==> config.mk <==
export PLATFORM = sky130hd
export DESIGN_NAME = pht_update_scheduler
export DESIGN_NICKNAME = d
export VERILOG_FILES = /design/src/rtl/pht_update_scheduler_pkg.sv /design/src/rtl/pht_update_queue.sv /design/src/rtl/pht_update_scheduler.sv
export SDC_FILE = /design/constraint.sdc
export NUM_CORES = 1
export LEC_CHECK = 0
export CORE_MARGIN = 5
export CORE_UTILIZATION = 60
export CTS_CLUSTER_DIAMETER = 40
export DETAILED_ROUTE_END_ITERATION = 16
export PLACE_DENSITY_LB_ADDON = 0.15
export SYNTH_ARGS = -nofsm -noshare
export SYNTH_HDL_FRONTEND = slang
export SYNTH_HIERARCHICAL = 1
export SYNTH_SLANG_ARGS = --single-unit
==> constraint.sdc <==
create_clock -name clk -period 7.9 [get_ports clk]
set_input_delay 1.185 -clock clk [delete_from_list [all_inputs] [get_ports clk]]
set_output_delay 1.185 -clock clk [all_outputs]
set_load 0.01 [all_outputs]
==> src/rtl/pht_update_scheduler_pkg.sv <==
// rtl/pht_update_scheduler_pkg.sv - shared PHT types, constants and counter arithmetic
package pht_update_scheduler_pkg;

    localparam int PHT_INDEX_WIDTH = 10;
    localparam int PHT_ENTRY_NUM   = 1 << PHT_INDEX_WIDTH;

    typedef logic [PHT_INDEX_WIDTH-1:0] PHT_IndexPath;
    typedef logic [1:0]                 PHT_CounterPath;

    // One resolved branch waiting to be folded into the table
    typedef struct packed {
        PHT_IndexPath   index;
        logic           taken;
        PHT_CounterPath oldCnt;
    } PhtUpdateEntry;

    // Weakly taken
    localparam PHT_CounterPath PHT_INIT_VALUE = 2'b10;

    typedef enum logic {
        ST_INIT,
        ST_RUN
    } sched_state_e;

    // Two-bit saturating counter step
    function automatic PHT_CounterPath sat_update(input PHT_CounterPath base, input logic taken);
        PHT_CounterPath result;
        if (taken) begin
            result = (base == 2'b11) ? 2'b11 : base + 2'b01;
        end else begin
            result = (base == 2'b00) ? 2'b00 : base - 2'b01;
        end
        return result;
    endfunction

endpackage

==> src/rtl/pht_update_queue.sv <==
// rtl/pht_update_queue.sv - multi-push single-pop FIFO of pending PHT updates
module pht_update_queue
    import pht_update_scheduler_pkg::*;
#(
    parameter int DEPTH = 8,
    parameter int LANES = 2,
    parameter int CNT_W = $clog2(DEPTH + 1)
) (
    input  logic                            clk,
    input  logic                            rst,
    input  logic [LANES-1:0]                push_valid,
    input  PhtUpdateEntry [LANES-1:0]       push_data,
    input  logic                            pop,
    output PhtUpdateEntry                   head,
    output logic [CNT_W-1:0]                count
);

    localparam int PTR_W = $clog2(DEPTH);

    PhtUpdateEntry      mem [DEPTH];
    logic [PTR_W-1:0]   wr_ptr;
    logic [PTR_W-1:0]   rd_ptr;
    logic [PTR_W-1:0]   slot [LANES];
    logic [CNT_W-1:0]   push_cnt;
    logic               pop_ok;

    // Compact valid lanes: each valid lane lands after all lower valid lanes
    always_comb begin
        push_cnt = '0;
        for (int i = 0; i < LANES; i++) begin
            slot[i] = wr_ptr + PTR_W'(push_cnt);
            if (push_valid[i]) begin
                push_cnt = push_cnt + CNT_W'(1);
            end
        end
    end

    assign pop_ok = pop && (count != '0);
    assign head   = mem[rd_ptr];

    // Pointer/count bookkeeping and storage writes; pointers wrap naturally
    always_ff @(posedge clk) begin
        if (!rst) begin
            wr_ptr <= '0;
            rd_ptr <= '0;
            count  <= '0;
        end else begin
            for (int i = 0; i < LANES; i++) begin
                if (push_valid[i]) begin
                    mem[slot[i]] <= push_data[i];
                end
            end
            wr_ptr <= wr_ptr + PTR_W'(push_cnt);
            rd_ptr <= rd_ptr + PTR_W'(pop_ok);
            count  <= count + push_cnt - CNT_W'(pop_ok);
        end
    end

endmodule

==> src/rtl/pht_update_scheduler.sv <==
// rtl/pht_update_scheduler.sv - init sweep and single-port write sequencing for the gshare PHT
module pht_update_scheduler
    import pht_update_scheduler_pkg::*;
#(
    parameter int             QUEUE_DEPTH  = 8,
    parameter int             COMMIT_WIDTH = 2,
    parameter PHT_CounterPath INIT_VALUE   = PHT_INIT_VALUE
) (
    input  logic                                               clk,
    input  logic                                               rst,
    input  logic [COMMIT_WIDTH-1:0]                            updValid,
    input  logic [COMMIT_WIDTH-1:0][PHT_INDEX_WIDTH-1:0]       updIndex,
    input  logic [COMMIT_WIDTH-1:0]                            updTaken,
    input  logic [COMMIT_WIDTH-1:0][1:0]                       updOldCnt,
    output logic                                               updReady,
    output logic                                               phtWE,
    output logic [PHT_INDEX_WIDTH-1:0]                         phtWA,
    output logic [1:0]                                         phtWV,
    output logic                                               initBusy
);

    localparam int CNT_W = $clog2(QUEUE_DEPTH + 1);

    sched_state_e                    state;
    sched_state_e                    next_state;
    PHT_IndexPath                    sweep_ptr;
    logic                            fwd_valid;
    PHT_IndexPath                    fwd_index;
    PHT_CounterPath                  fwd_value;

    PhtUpdateEntry [COMMIT_WIDTH-1:0] push_data;
    logic [COMMIT_WIDTH-1:0]          push_valid;
    PhtUpdateEntry                    head;
    logic [CNT_W-1:0]                 count;
    logic                             pop;
    PHT_CounterPath                   base;

    // Pack commit lanes into queue entries
    always_comb begin
        for (int i = 0; i < COMMIT_WIDTH; i++) begin
            push_data[i] = '{index: updIndex[i], taken: updTaken[i], oldCnt: updOldCnt[i]};
        end
    end

    // Lanes presented while not ready are dropped
    assign push_valid = updValid & {COMMIT_WIDTH{updReady}};

    pht_update_queue #(
        .DEPTH (QUEUE_DEPTH),
        .LANES (COMMIT_WIDTH),
        .CNT_W (CNT_W)
    ) u_queue (
        .clk        (clk),
        .rst        (rst),
        .push_valid (push_valid),
        .push_data  (push_data),
        .pop        (pop),
        .head       (head),
        .count      (count)
    );

    // Back-to-back updates of one index build on the value just written
    assign base = (fwd_valid && (fwd_index == head.index)) ? fwd_value : head.oldCnt;

    // Next-state and write-port drive; reset cycle suppresses writes and acceptance
    always_comb begin
        next_state = state;
        updReady   = 1'b0;
        phtWE      = 1'b0;
        phtWA      = '0;
        phtWV      = '0;
        initBusy   = 1'b0;
        pop        = 1'b0;
        if (!rst) begin
            initBusy = 1'b1;
        end else begin
            case (state)
                ST_INIT: begin
                    initBusy = 1'b1;
                    phtWE    = 1'b1;
                    phtWA    = sweep_ptr;
                    phtWV    = INIT_VALUE;
                    if (sweep_ptr == PHT_IndexPath'(PHT_ENTRY_NUM - 1)) begin
                        next_state = ST_RUN;
                    end
                end
                ST_RUN: begin
                    updReady = (count <= CNT_W'(QUEUE_DEPTH - COMMIT_WIDTH));
                    if (count != '0) begin
                        pop   = 1'b1;
                        phtWE = 1'b1;
                        phtWA = head.index;
                        phtWV = sat_update(base, head.taken);
                    end
                end
                default: next_state = ST_INIT;
            endcase
        end
    end

    // State register and sweep pointer
    always_ff @(posedge clk) begin
        if (!rst) begin
            state     <= ST_INIT;
            sweep_ptr <= '0;
        end else begin
            state <= next_state;
            if (state == ST_INIT) begin
                sweep_ptr <= sweep_ptr + PHT_IndexPath'(1);
            end
        end
    end

    // Remember the last update write; sweep writes never forward
    always_ff @(posedge clk) begin
        if (!rst) begin
            fwd_valid <= 1'b0;
            fwd_index <= '0;
            fwd_value <= '0;
        end else if ((state == ST_RUN) && phtWE) begin
            fwd_valid <= 1'b1;
            fwd_index <= phtWA;
            fwd_value <= phtWV;
        end
    end

    // Commit must not present updates while the scheduler is not ready
    assert property (@(posedge clk) disable iff (!rst) !((|updValid) && !updReady));

endmodule

==> summary.md <==
| Metric | Value |
|---|---|
| Chip Height | 120 um |
| Count of final hold-check violations | 0 |
| Detailed Place HPWL | 10.4 mm |
| Most frequent cells in the layout | edfxtp_1, mux2_2, clkdlybuf4s50_1 |
| Port bufs | 44 |
| Antenna violations before repair | 0 |
| Total GRT Usage | 23.3% |
| Vias in the first global route | 4648 |
| Hold Buf Count CTS | 0 |
| Routed Wire Length | 16.0 mm |
| Min cycle time layout | 5.57 ns |
| PostCTS Resize Cnt | 0 |
| Fmax achieved | 180 MHz |
| Grt ovf | 0 |
| RePlAce Congestion | 0.880 |
| Seq cells post-synth | 138 |
| Ant diodes | 0 |
| Nets | 607 |
| Max incr delay on CP | 0.97 ns |
| Most common cell after layout, fill and taps aside | edfxtp_1 |
| Drt via density | 6.28 |
| Endpoint, Worst Hold | fwd_valid |
| Clock Skew | 0.00714 ns |
| FP Rows | 40 |
| Pin count of the biggest net entering global routing | 35 |
| Final worst-path cycle share | 70.5% |
| Deepest clock path buffer count | 2 |
| Crit start category | register |
| EDFF count, synth | 104 |
| Clock Latency Late Sink | 0.42 ns |
| Leak | 2.86 nW |
| Avg WL per Cell | 22.1 um |
| CTS tree | done |
| Clock root cell | clkbuf_16 |
| Reg2reg setup slack | 3.50 ns |
| Req. time, crit path | 6.71 ns |
| Hold Crit Depth | 2 |
| Clk sinks | 138 |
| Synth area leaders | edfxtp_1, mux2_2, dfxtp_1 |
| Main synth FF type | edfxtp_1 |
| Post-CTS Setup Bufs | 0 |
| Yosys cell types | 51 |
| Clock Pin Slew Worst Setup and Hold Paths | 0.06 ns |
| Post-synth net total | 565 |
| First-pass GRT wire length | 25.6 mm |
| TNS Setup | 0 ns |
| Critical path, cell by cell | mux4_2, mux2_2, xnor2_1, nand4_1, or4_2, a211o_1, o221ai_1, clkdlybuf4s50_1 |
| Final Setup Violations | 0 |
| Worst slew pin tran | 1.39 ns |
| Sequential fraction of the synthesis area | 52.0% |
| Area leader, netlist | edfxtp_1 |
| Async S/R FF share, synth | 0% |
| Starting Density | 61.1% |
| Hold wc startpoint | fwd_valid |
| Die outline width | 120 um |
| Antenna-violating nets left | 0 |
| Syn Inst Count | 522 |
| Max Cap Viol | 0 |
| CP endpoint kind | output port |
| Area grow syn2layout | 15.6% |
| Relative slew slack | 7.00% |
| Top Ports | 45 |
| Final core utilization | 70.6% |
| Core Region | 0.0120 sq mm |
| Number of synthesis warnings | 6 |
| Reg2Reg Depth | 8 |
| DRC Markers | 0 |
| Netlist Area Pre-Place | 0.00731 sq mm |
| Total power | 1.64 mW |
| Worst EP arrival | 4.38 ns |
| Slew Limit Fails | 0 |
| RSZ-0062 raised after global routing | no |
| Vias | 4547 |
| Setup CP Type | reg2out |
| Worst hold path type | reg2reg |
| Crit Reg-Reg Endpoint | u_queue/mem[4][5] |
| Status | finished clean |
| Syn avg cell area | 14.0 sq um |
| Max FO, Critical Path | 28 |
| Initial DRC count | 421 |
| Die area | 0.0145 sq mm |
| Slowest stage cell, crit path | dfxtp_2 |
| Critical R2R Launch | state |
| CTS Buf Count | 17 |
| Yosys top cell area share | 42.7% |
| H-tree Lvls | 4 |
| DRT Pass-1 Iters | 5 |
| Pwr dens | 194 mW/mm^2 |
| Share of layout cells above drive strength 1 | 33.8% |
| Peak VDD IR | 0.000247 V |
==> kinds of logic after synthesis <==
group           share of synthesized area (%)
xor+xnor                                 3.20
mux                                      27.6
simple gates                             7.86
compound gates                           3.87
fa+ha+maj                                2.43
buf+inv                                  2.98
flops                                    52.0
==> stage by stage <==
stage | instances | setup WS [ns] | cell area [sq um] | hold WS, ns
3_3_place_gp | 692 | 2.67 | 7860 | 0.454
4_1_cts | 724 | 2.27 | 8440 | 0.479
5_1_grt | 724 | 2.10 | 8450 | 0.491
2_1_floorplan | 522 | 3.68 | 7310 | 0.423
3_5_place_dp | 692 | 2.48 | 7860 | 0.470
6_report | 724 | 2.33 | 8450 | 0.482
==> layout make-up <==
type	count	area, sq um
Clock inverter	13	153
Clock buffer	19	433
Timing Repair Buffer	53	508
Sequential cell	138	3800
Fill cell	796	3510
Multi-Input combinational cell	342	3320
Tap cell	147	184
Inverter	12	45.0
==> state kept, by name, indices dropped and copies added, names as in the netlist <==
register and cells:
state 1, fwd_index 10, u_queue/rd_ptr 3, u_queue/count 4
u_queue/wr_ptr 3, u_queue/mem 104, sweep_ptr 10, fwd_value 2
fwd_valid 1
==> how the worst max path moves through the flow <==
| stage | from | to | slack [ns] | depth (start not counted) |
|---|---|---|---|---|
| global placement | rst | u_queue/mem[4][11] | 2.67 | 10 |
| global route | u_queue/rd_ptr[0] | phtWV[1] | 2.10 | 8 |
| floorplan | u_queue/rd_ptr[0] | phtWV[1] | 3.68 | 9 |
| finish | u_queue/rd_ptr[0] | phtWV[1] | 2.33 | 8 |
| CTS | u_queue/rd_ptr[0] | phtWV[1] | 2.27 | 8 |
| detailed placement | rst | u_queue/mem[4][10] | 2.48 | 10 |
==> synth_stat cells, types with 3 or more instances <==
library cell    n
and2_1          9
o41ai_1         7
inv_1          10
a21oi_1        17
buf_1           3
clkbuf_1       10
buf_2          11
nor3_1          4
dfxtp_1        34
buf_6           3
nand2b_1        3
nand3_1        26
mux2_4         18
nor2b_1         5
o21ai_0         3
nor2_1         24
edfxtp_1      104
mux2i_1         5
o31ai_1         4
or4_1           3
nand2_1        24
mux4_2         26
xor2_1          7
nand4_1         3
ha_1           11
xnor2_1        16
mux2_2         99
o22ai_1         4
==> where the power goes <==
part / switching, mW / internal [mW]
clock network: 0.296 / 0.492
logic: 0.0299 / 0.0400
registers: 0.00160 / 0.780
==> worst max-delay path: cells and delay by family (launching register included) <==
family	cells	cell delay [ns]
DFF	1	0.97
muxes	2	0.93
and+or+nand+nor	2	0.88
buffers and inverters	1	0.60
AOI/OAI and AO/OA	2	0.37
xor gates and xnor gates	1	0.18
==> metal layers <==
metal,part of all wire [%],GRT usage [%],up-vias
met3,5.2,4.68,39
met1,42,30.4,2248
met4,3.9,11.1,0
met5,0,0,-
li1,-,-,2083
met2,49,37.7,177
(Power assumes the default switching activity.)
